$ cat src/rtl/irq_ctrl.sv
// irq_ctrl: programmable interrupt controller feeding the CPU HWInt lines
// Ports: clk, reset (async, active-high); bridge side addr/we/wd/rd with
//   MASK 0x0, MODE 0x4, PEND 0x8 (W1C, edge bits), STAT 0xC (read status, write EOI);
//   irq_in raw device lines, hwint one-hot active source, irq_any OR of hwint.
// Build option IRQ_CTRL_SYNC_EN: adds a 2-flop input synchronizer ahead of edge detect.
module irq_ctrl #(
  parameter int NSRC = 6,
  parameter logic [5:0] RST_MASK = 6'b000000,
  parameter logic [5:0] RST_MODE = 6'b000000
) (
  input  logic            clk,
  input  logic            reset,
  input  logic [31:0]     addr,
  input  logic            we,
  input  logic [31:0]     wd,
  output logic [31:0]     rd,
  input  logic [NSRC-1:0] irq_in,
  output logic [NSRC-1:0] hwint,
  output logic            irq_any
);
  typedef enum logic {IDLE, ASSERT} state_t;
  state_t state;
  logic [NSRC-1:0] mask, mode, pend, irq_s, irq_d, rise, clr, elig, pend_nxt;
  logic [2:0] active_id, lo;
  logic [1:0] sel;
  logic eoi;
  logic unused;
`ifdef IRQ_CTRL_SYNC_EN
  logic [NSRC-1:0] sync1;
  always_ff @(posedge clk or posedge reset)
    if (reset) {irq_s, sync1} <= '0;
    else {irq_s, sync1} <= {sync1, irq_in};
`else
  assign irq_s = irq_in;
`endif
  assign sel = addr[3:2];
  assign unused = ^{addr[31:4], addr[1:0], wd};
  assign rise = irq_s & ~irq_d;
  assign elig = pend & mask;
  assign eoi = we && sel == 2'd3 && state == ASSERT && wd[2:0] == active_id;
  // software W1C and a matching EOI both clear; only edge bits honour it
  assign clr = ({NSRC{we && sel == 2'd2}} & wd[NSRC-1:0]) | ({NSRC{eoi}} & (NSRC'(1) << active_id));
  // a rise in the same cycle as a clear keeps the bit set
  assign pend_nxt = (mode & ((pend & ~clr) | rise)) | (~mode & irq_s);
  assign rd = sel == 2'd0 ? 32'(mask) :
              sel == 2'd1 ? 32'(mode) :
              sel == 2'd2 ? 32'(pend) : {state == ASSERT, 28'b0, active_id};
  assign irq_any = |hwint;
  always_comb begin
    lo = '0;
    for (int i = NSRC - 1; i >= 0; i--) if (elig[i]) lo = 3'(i);
  end
  always_ff @(posedge clk or posedge reset)
    if (reset) begin
      state <= IDLE;
      active_id <= '0;
      hwint <= '0;
      mask <= RST_MASK[NSRC-1:0];
      mode <= RST_MODE[NSRC-1:0];
      pend <= '0;
      irq_d <= '0;
    end else begin
      irq_d <= irq_s;
      pend <= pend_nxt;
      if (we && sel == 2'd0) mask <= wd[NSRC-1:0];
      if (we && sel == 2'd1) mode <= wd[NSRC-1:0];
      if (state == IDLE && |elig) begin
        state <= ASSERT;
        active_id <= lo;
        hwint <= NSRC'(1) << lo;
      end else if (eoi) begin
        state <= IDLE;
        hwint <= '0;
      end
    end
endmodule
$ cat config.mk
export PLATFORM = sky130hd
export DESIGN_NAME = irq_ctrl
export DESIGN_NICKNAME = d
export VERILOG_FILES = /design/src/rtl/irq_ctrl.sv
export SDC_FILE = /design/constraint.sdc
export NUM_CORES = 1
export LEC_CHECK = 0
export ABC_AREA = 1
export BUFFER_PORTS_ARGS = -buffer_cell sky130_fd_sc_hd__buf_2
export CORE_ASPECT_RATIO = 0.7
export CORE_MARGIN = 2
export CORE_UTILIZATION = 44
export DETAILED_ROUTE_END_ITERATION = 6
export PLACE_DENSITY = 0.8
export SLEW_MARGIN = 5
export SYNTH_ARGS = -nofsm -noshare
export SYNTH_HDL_FRONTEND = slang
export SYNTH_SLANG_ARGS = --single-unit
$ cat constraint.sdc
create_clock -name clk -period 1.18 [get_ports clk]
set_input_delay 0.059 -clock clk [delete_from_list [all_inputs] [get_ports clk]]
set_output_delay 0.059 -clock clk [all_outputs]
set_load 0.005 [all_outputs]
==> impl_results.md, run 1 <==
- Crit path buf inv count: 3
- Fin Setup TNS: -2103 ps
- Routability cong.: 0.8756
- Max clock buf depth: 2
- Clock skew: 4.073 ps
- Crit path cell chain: inv_2 -> buf_6 -> a21oi_2 -> o21ai_1 -> a21oi_1 -> buf_2
- Routed wire length: 4.760 mm
- CP startpoint kind: register
- Worst hold path class: input pin to register
- Final min period: 1373 ps
- IO buf count: 30
- Reg2reg end: hwint[5]
- Antenna diode count: 0
- H-tree depth: 2
- Largest net degree at the start of global routing: 35
- Post-synth top area share: 42.42%
- RSZ-0062 raised after global routing: yes
- Area contributors post-synth: dfrtp_1, nand2_1, buf_4, nand3_1, inv_1
- Crit Path Max Fanout: 2
- Fmax: about 0.73 GHz
- Detailed Place HPWL: approximately 3.3 mm
- CTS root buf: clkbuf_8
- CTS tree: built
- DRC: 0
- Vias: roughly 1.8k
- Post-Synthesis Cells: 259
- Placed Area: 0.002198 mm²
- Number of global-route vias before repair: 1645
- Start point of the critical path: active_id[1]
- Die X-Extent: 84.70 µm
- Inserted Clock Buffers: 5
- Library cells used by synthesis: 24
- Crit path max-delay family: flip-flops
- Worst setup endpoint: rd[1]
- IO Count: approximately 110
- Crit path DAT: around 1300 ps
- Mean post-synth cell area: roughly 7.7 µm²
- Synth Register Bits: 34
- CTS sink cnt: 34
- Die height: 60.49 µm
- Outcome: finished, violations left
- Critical Path RT: 1120 ps
- Starting density of the core: between 40% and 50%
- Power Density: 1673 mW/mm²
- Launch point of the worst reg-to-reg path: active_id[0]
- Per-cell routed wire length: 12.56 µm
- Core area: 0.004354 mm²
- Worst Setup Slack, final: -192.6 ps
- Gr usage total: 19.35%
- Synth area leader: dfrtp_1
- Mapped Area: 0.002006 mm²
- Crit Path Category: register to output port
- Dpl ws: between 7 and 8 ps
- Via density: 4.860
- ANT nets after route: 0
- Initial DRC count: approximately 110
- # nets final: 397
- Slew Limit Fails: 0
- Area grow syn2layout: 26.01%
- Fin crit share: 116.3%
- Remaining global-route overflow: 0
- Register area share after synthesis: a little over two fifths
- Die area: 0.005123 mm²
- Max-cap violations: 0
- Drt pass-1 iters: 4
- Maximum VDD drop: 969.4 µV
- Worst r2r path cells: 7
- Worst hold slack: 61.23 ps
- Crit end category: output port
- # rows: 20
- Crit-path max cell delay: 390 ps
- Slowest cell on crit path: dfrtp_1
- Final Hold Fails: 0
- Initial antenna violation count: 0
- FF-to-FF setup slack: -170 ps
- Yosys Warn Count: 0
- Leak pwr: 1.388 nW
- Global-route wire length before repair: 7.610 mm
- Final Setup Violations: 17
- Critical Path Stages: 6
- Failing checks: negative setup slack
- Worst-Skew Late Latency: 280 ps
- Share of cells above drive strength 1: ~33%
- Clock transition at path regs: 70 ps
- Fin area: 0.002527 mm²
[worst min-delay path, delay by kind of cell]
kind / cells / cell delay (ps)
compound gates: 1 / 60
buf+inv: 2 / 180
[power breakdown]
part / internal (mW) / switching [mW] / leakage, nW
logic: 0.849 / 0.914 / 0.934
registers: 1.42 / 0.253 / 0.416
clock network: 0.406 / 0.390 / 0.0383
[routing by layer]
metal | vias to the layer above | wire length (µm) | global-route usage, % | share of wire [%]
met5 | - | 0 | 0 | 0
met4 | 0 | 57 | 6.349 | 1.2
met3 | 8 | 259 | 4.626 | 5.4
met2 | 62 | 2216 | 31.16 | 47
met1 | 865 | 2225 | 26.40 | 47
li1 | 907 | - | - | -
[cells by family (layout without fill, tap and decap cells)]
kind of cell | Yosys count | count (layout) | synth area share [%]
other cells | 1 | 25 | 0.1870
compound gates | 22 | 22 | 6.987
buf+inv | 55 | 95 | 15.72
simple gates | 147 | 148 | 34.69
flops | 34 | 34 | 42.42
[cell usage after synthesis]
| master | instances |
|---|---|
| nand2_1 | 92 |
| o21ai_2 | 8 |
| o21ai_0 | 4 |
| a21oi_1 | 4 |
| nor2_2 | 1 |
| inv_2 | 3 |
| nand2_4 | 2 |
| nand3_1 | 20 |
| nand4_1 | 9 |
| conb_1 | 1 |
| buf_6 | 1 |
| inv_1 | 23 |
| buf_4 | 27 |
| nand3_2 | 1 |
| nor2_1 | 7 |
| nand3_4 | 1 |
| nor3_1 | 4 |
| dfrtp_1 | 34 |
| o21ai_1 | 6 |
| clkinv_1 | 1 |
| nor4_1 | 1 |
| nand2_2 | 5 |
| nor2_8 | 1 |
| nor2_4 | 3 |
[cell usage in the layout, fill, tap and decap left out, types with 8 or more instances in the layout]
| cell | count |
|---|---|
| conb_1 | 25 |
| nand2_1 | 84 |
| o21ai_2 | 8 |
| buf_2 | 30 |
| buf_4 | 21 |
| nand3_1 | 14 |
| dfrtp_1 | 32 |
| inv_1 | 23 |
| nand4_1 | 9 |
| nand2_2 | 13 |
[layout make-up]
cell class / count / area (µm²)
fill: 387 / 1827
sequential: 34 / 853.3
clock buffer: 7 / 76.32
timing repair buffer: 61 / 411.6
inverter: 27 / 105.1
multi-input combinational: 195 / 1012
tap: 55 / 68.82
[how the worst min path moves through the flow]
stage                     startpoint  slack (ps)  depth (start not counted)  endpoint
after floorplan            irq_in[0]          90                          0  irq_d[0]
after global placement         reset         180                          3  hwint[3]
after detailed placement       reset         170                          3  hwint[2]
after CTS                      wd[4]          60                          3   mode[4]
after global routing           wd[4]          70                          3   mode[4]
final                          wd[4]          60                          3   mode[4]
[flip-flops by register name (all words and copies together), names as in the netlist]
name	count
mask	6
state	1
irq_d	6
hwint	6
pend	6
active_id	3
mode	6
[repair_timing]
item	4_1_cts	5_1_grt
pin swaps	8	8
endpoints found under the setup margin	9	20
hold buffers	7	0
gates cloned	0	1
resized for setup	13	13
setup buffers	8	3
hold endpoints to repair	44	0
[stage by stage]
| stage | std cells | utilization [%] | power (mW) |
|---|---|---|---|
| after floorplan | 283 | - | 2.473 |
| after global placement | 353 | 50.49 | 2.930 |
| after detailed placement | 353 | 50.49 | 2.973 |
| after CTS | 375 | 56.52 | 4.060 |
| after global routing | 379 | 58.05 | 4.509 |
| final | 379 | 58.05 | 4.229 |
(Power assumes the default switching activity.)
==> run 2, diff against run 1 <==
--- a/config.mk
+++ b/config.mk
@@ -12,6 +12,7 @@
 export CORE_UTILIZATION = 44
 export DETAILED_ROUTE_END_ITERATION = 6
 export PLACE_DENSITY = 0.8
+export SKIP_CTS_REPAIR_TIMING = 1
 export SLEW_MARGIN = 5
 export SYNTH_ARGS = -nofsm -noshare
 export SYNTH_HDL_FRONTEND = slang
==> impl_results.md, run 2 (synthesized netlist as in run 1, its figures left out) <==
- Fillers: 397
- Crit Path Category: register to output port
- Final min period: 1417 ps
- Logic pwr share: 39.3%
- Remaining global-route overflow: 0
- Crit Path Max Fanout: 4
- Switching Fraction: roughly 37%
- Psw: 1.511 mW
- RSZ-0062 raised after global routing: yes
- Vias: roughly 1.8k
- Core area: 0.004354 mm²
- Max clock buf depth: 2
- Final Setup Violations: 17
- # rows: 20
- Launch point of the worst reg-to-reg path: active_id[1]
- Area grow syn2layout: 23.71%
- IO buf count: 30
- Clock skew: 3.480 ps
- Leak pwr: 1.355 nW
- Worst-Skew Late Latency: 280 ps
- ANT nets after route: 0
- Die X-Extent: 84.70 µm
- Hold Path End: mode[4]
- Fmax: 0.7057 GHz
- Outcome: finished, violations left
- Routability cong.: 0.8756
- Failing checks: negative setup slack
- Clock network power share: 19.4%
- Crit path DAT: ~1400 ps
- FF-to-FF setup slack: -110 ps
- Reg2reg end: hwint[5]
- Worst Setup Slack, final: -237.0 ps
- Starting density of the core: 46.06%
- Crit end category: output port
- Max-cap violations: 0
- Commonest non-fill, non-tap cell in the layout: nand2_1
- Initial DRC count: 76
- Routed wire length: 4.639 mm
- Antenna diode count: 0
- Drt pass-1 iters: 4
- Fin crit share: 120.1%
- Worst hold start: wd[4]
- Worst hold path class: input pin to register
- H-tree depth: 2
- Worst r2r path cells: 7
- Critical Path RT: 1120 ps
- CTS root buf: clkbuf_8
- CP startpoint kind: register
- DRC: 0
- Hold path depth: 3
- Die height: about 60 µm
- CTS sink cnt: 34
- Final Hold Fails: 0
- Inserted Clock Buffers: 5
- Initial antenna violation count: 0
- Clock transition at path regs: 60 ps
- # nets final: 391
- Share of cells above drive strength 1: 32.08%
- Fin Setup TNS: -1265 ps
- Internal power: around 2.6 mW
- Slew Limit Fails: 0
- Via density: between 4 and 5
- Gr usage total: a little under a fifth
- Detailed Place HPWL: 3.316 mm
- Number of global-route vias before repair: 1529
- Largest net degree at the start of global routing: 35
- Die area: 0.005123 mm²
- Commonest cells after routing, fill and taps aside: nand2_1, dfrtp_1, buf_2
- Per-cell routed wire length: 12.44 µm
- Power Density: between 1500 and 2000 mW/mm²
- Global-route wire length before repair: 7.100 mm
- IO Count: 112
- Sequential share of power: 41.3%
- Post-Route Utilization: a little under three fifths
- CTS tree: built
- Maximum VDD drop: approximately 900 µV
-- run 2: per-layer routing --
metal	routed length (µm)	up-vias	track usage, %
met3	285	6	4.626
met2	2179	64	27.90
li1	-	892	-
met5	0	-	0
met1	2113	853	25.54
met4	60	0	5.669
-- run 2: through the flow --
stage	hold WS, ps	std cells	power, mW	cell area [µm²]	worst slack, ps
after floorplan	90.43	283	2.473	2096	102.7
after global placement	177.2	353	2.930	2198	28.32
after detailed placement	174.1	353	2.973	2198	7.569
after CTS	-124.3	360	3.769	2275	-241.7
after global routing	69.54	373	4.362	2481	-297.9
final	59.58	373	4.079	2481	-237.0
-- run 2: worst max path at each step --
stage / from / to / slack, ps
floorplan: active_id[1] / hwint[4] / 100
global placement: active_id[1] / hwint[4] / 30
detailed placement: active_id[2] / hwint[2] / 8
CTS: active_id[1] / rd[1] / -240
global route: active_id[0] / rd[0] / -300
finish: active_id[1] / rd[1] / -240
-- run 2: final cells by class --
cell class	count	area (µm²)	share of cell area, %
Inverter	27	105.1	4.236
Multi-Input combinational cell	195	1011	40.75
Tap cell	55	68.82	2.774
Sequential cell	34	853.3	34.39
Clock buffer	7	76.32	3.076
Timing Repair Buffer	55	366.6	14.78
-- run 2: power by group through the flow --
stage,Combinational (mW),Sequential (mW),Clock (mW)
floorplan,0.846,1.63,0
global placement,1.28,1.65,0
detailed placement,1.32,1.65,0
CTS,1.32,1.64,0.808
global route,1.77,1.73,0.856
finish,1.60,1.69,0.792
-- run 2: worst max-delay path: stages (launching register included) --
cell and delay (ps):
dfrtp_1 390, inv_2 50, buf_4 140, a21oi_1 160
o21ai_1 80, a21oi_1 120, buf_2 130
==> run 3, diff against run 2 <==
--- a/config.mk
+++ b/config.mk
@@ -7,7 +7,8 @@
 export LEC_CHECK = 0
 export ABC_AREA = 1
 export BUFFER_PORTS_ARGS = -buffer_cell sky130_fd_sc_hd__buf_2
-export CORE_ASPECT_RATIO = 0.7
+export CAP_MARGIN = 25
+export CORE_ASPECT_RATIO = 0.75
 export CORE_MARGIN = 2
 export CORE_UTILIZATION = 44
 export DETAILED_ROUTE_END_ITERATION = 6
==> constraint.sdc (replaced) <==
create_clock -name clk -period 1.6 [get_ports clk]
set_input_delay 0.08 -clock clk [delete_from_list [all_inputs] [get_ports clk]]
set_output_delay 0.08 -clock clk [all_outputs]
set_load 0.005 [all_outputs]
==> impl_results.md, run 3 (synthesized netlist as in run 1, its figures left out) <==
- RSZ-0062 raised after global routing: no
- Per-cell routed wire length: about 11 µm
- Critical Path RT: 1520 ps
- Outcome: finished, final reports clean
- DRC: 0
- Fillers: ~440
- CTS sink cnt: 34
- ANT nets after route: 0
- Final min period: around 1400 ps
- IO Count: roughly 110
- Crit-path max cell delay: 460 ps
- Post-Route Utilization: between 50% and 60%
- Worst Setup Slack, final: around 220 ps
- Crit Path Max Fanout: 5
- Commonest cells after routing, fill and taps aside: nand2_1, dfrtp_1, buf_2
- IO buf count: 30
- Drt pass-1 iters: 4
- Launch point of the worst reg-to-reg path: active_id[0]
- CTS root buf: clkbuf_8
- Crit path cell chain: inv_2 -> a21oi_1 -> o21ai_1 -> a21oi_1 -> buf_2
- Gr usage total: 17.63%
- Routability cong.: 0.9180
- Register area: 850.8 µm²
- Leak pwr: 1.275 nW
- Start point of the critical path: active_id[0]
- Largest net degree at the start of global routing: 35
- Final Hold Fails: 0
- # nets final: 373
- Initial antenna violation count: 0
- Cell mode on critical path: a21oi_1
- Antenna diode count: 0
- Maximum VDD drop: around 660 µV
- Fin crit share: 86.03%
- Area grow syn2layout: 14.22%
- Detailed Place HPWL: 3.152 mm
- Fin area: 0.002291 mm²
- Slew Limit Fails: 0
- Crit Path Category: register to output port
- Multi-input gate area: 929.6 µm²
- Remaining global-route overflow: 0
- Global-route wire length before repair: 6.865 mm
- Vias: 1700
- Max-cap violations: 0
- Clock transition at path regs: 70 ps
- H-tree depth: 2
- Crit end category: output port
- Number of global-route vias before repair: approximately 1.5k
- CTS tree: built
- Dpl ws: 346.3 ps
- Crit path buf inv count: 2
- Crit path DAT: about 1300 ps
- Slowest cell on crit path: dfrtp_1
- Inserted Clock Buffers: 5
- Share of cells above drive strength 1: 21.26%
- Worst hold path class: input pin to register
- Die area: 0.005120 mm²
- Worst-Skew Late Latency: 290 ps
- Die height: 62.47 µm
- Worst hold slack: 72.73 ps
- # rows: 21
- Initial DRC count: a little under 100
- CP startpoint kind: register
- Placed Area: 0.002111 mm²
- Clock skew: a little over 4 ps
- Power Density: 1225 mW/mm²
- Crit path max-delay family: flip-flops
- Max clock buf depth: 2
- Commonest non-fill, non-tap cell in the layout: nand2_1
- Fmax: 0.7265 GHz
- Die X-Extent: 81.96 µm
- Starting density of the core: 45.44%
- Worst hold start: wd[4]
- Final Setup Violations: 0
- Fin Setup TNS: 0 ps
- Routed wire length: 4.095 mm
- Core area: 0.004414 mm²
- Via density: between 4 and 5
==> run 3: cell count changes in the layout (fill, tap and decap cells not counted), moves of 6 or more <==
| cell | delta |
|---|---|
| buf_4 | -14 |
| nand3_2 | -6 |
| nand2_2 | -10 |
| nand2_1 | +10 |
| nand3_1 | +6 |
==> run 3: routing by layer <==
metal	wire, µm	global-route usage [%]
met1	1824	23.58
met2	1928	27.34
met3	277	4.335
met4	65	6.875
met5	0	0
==> run 3: per-stage QoR <==
stage	instances	total power, mW
2_1_floorplan	283	1.824
3_3_place_gp	343	2.033
3_5_place_dp	343	2.076
4_1_cts	351	2.821
5_1_grt	358	3.012
6_report	358	2.807
==> run 3: path summary, 6_finish.rpt <==
check,to,slack (ps),depth (start not counted)
setup / recovery,rd[0],220,5
hold / removal,mode[4],70,3
setup reg to reg,hwint[4],330,7
hold reg to reg,pend[3],500,3
max in group asynchronous,pend[0],880,4
min in group asynchronous,hwint[3],420,4
==> run 3: worst min-delay path, cell delays in order <==
cell     delay (ps)
buf_2           100
inv_1            80
o21ai_2          60
==> run 3: layout make-up <==
class	count	area share [%]
Sequential cell	34	37.14
Multi-Input combinational cell	194	40.58
Clock buffer	8	4.806
Tap cell	57	3.113
Timing Repair Buffer	38	9.940
Inverter	27	4.424
==> run 3: report_power, final <==
| part | switching, mW | leakage [nW] | total [mW] | internal [mW] |
|---|---|---|---|---|
| registers | 0.186 | 0.418 | 1.23 | 1.04 |
| logic | 0.502 | 0.799 | 0.840 | 0.338 |
| clock network | 0.305 | 0.0575 | 0.740 | 0.434 |
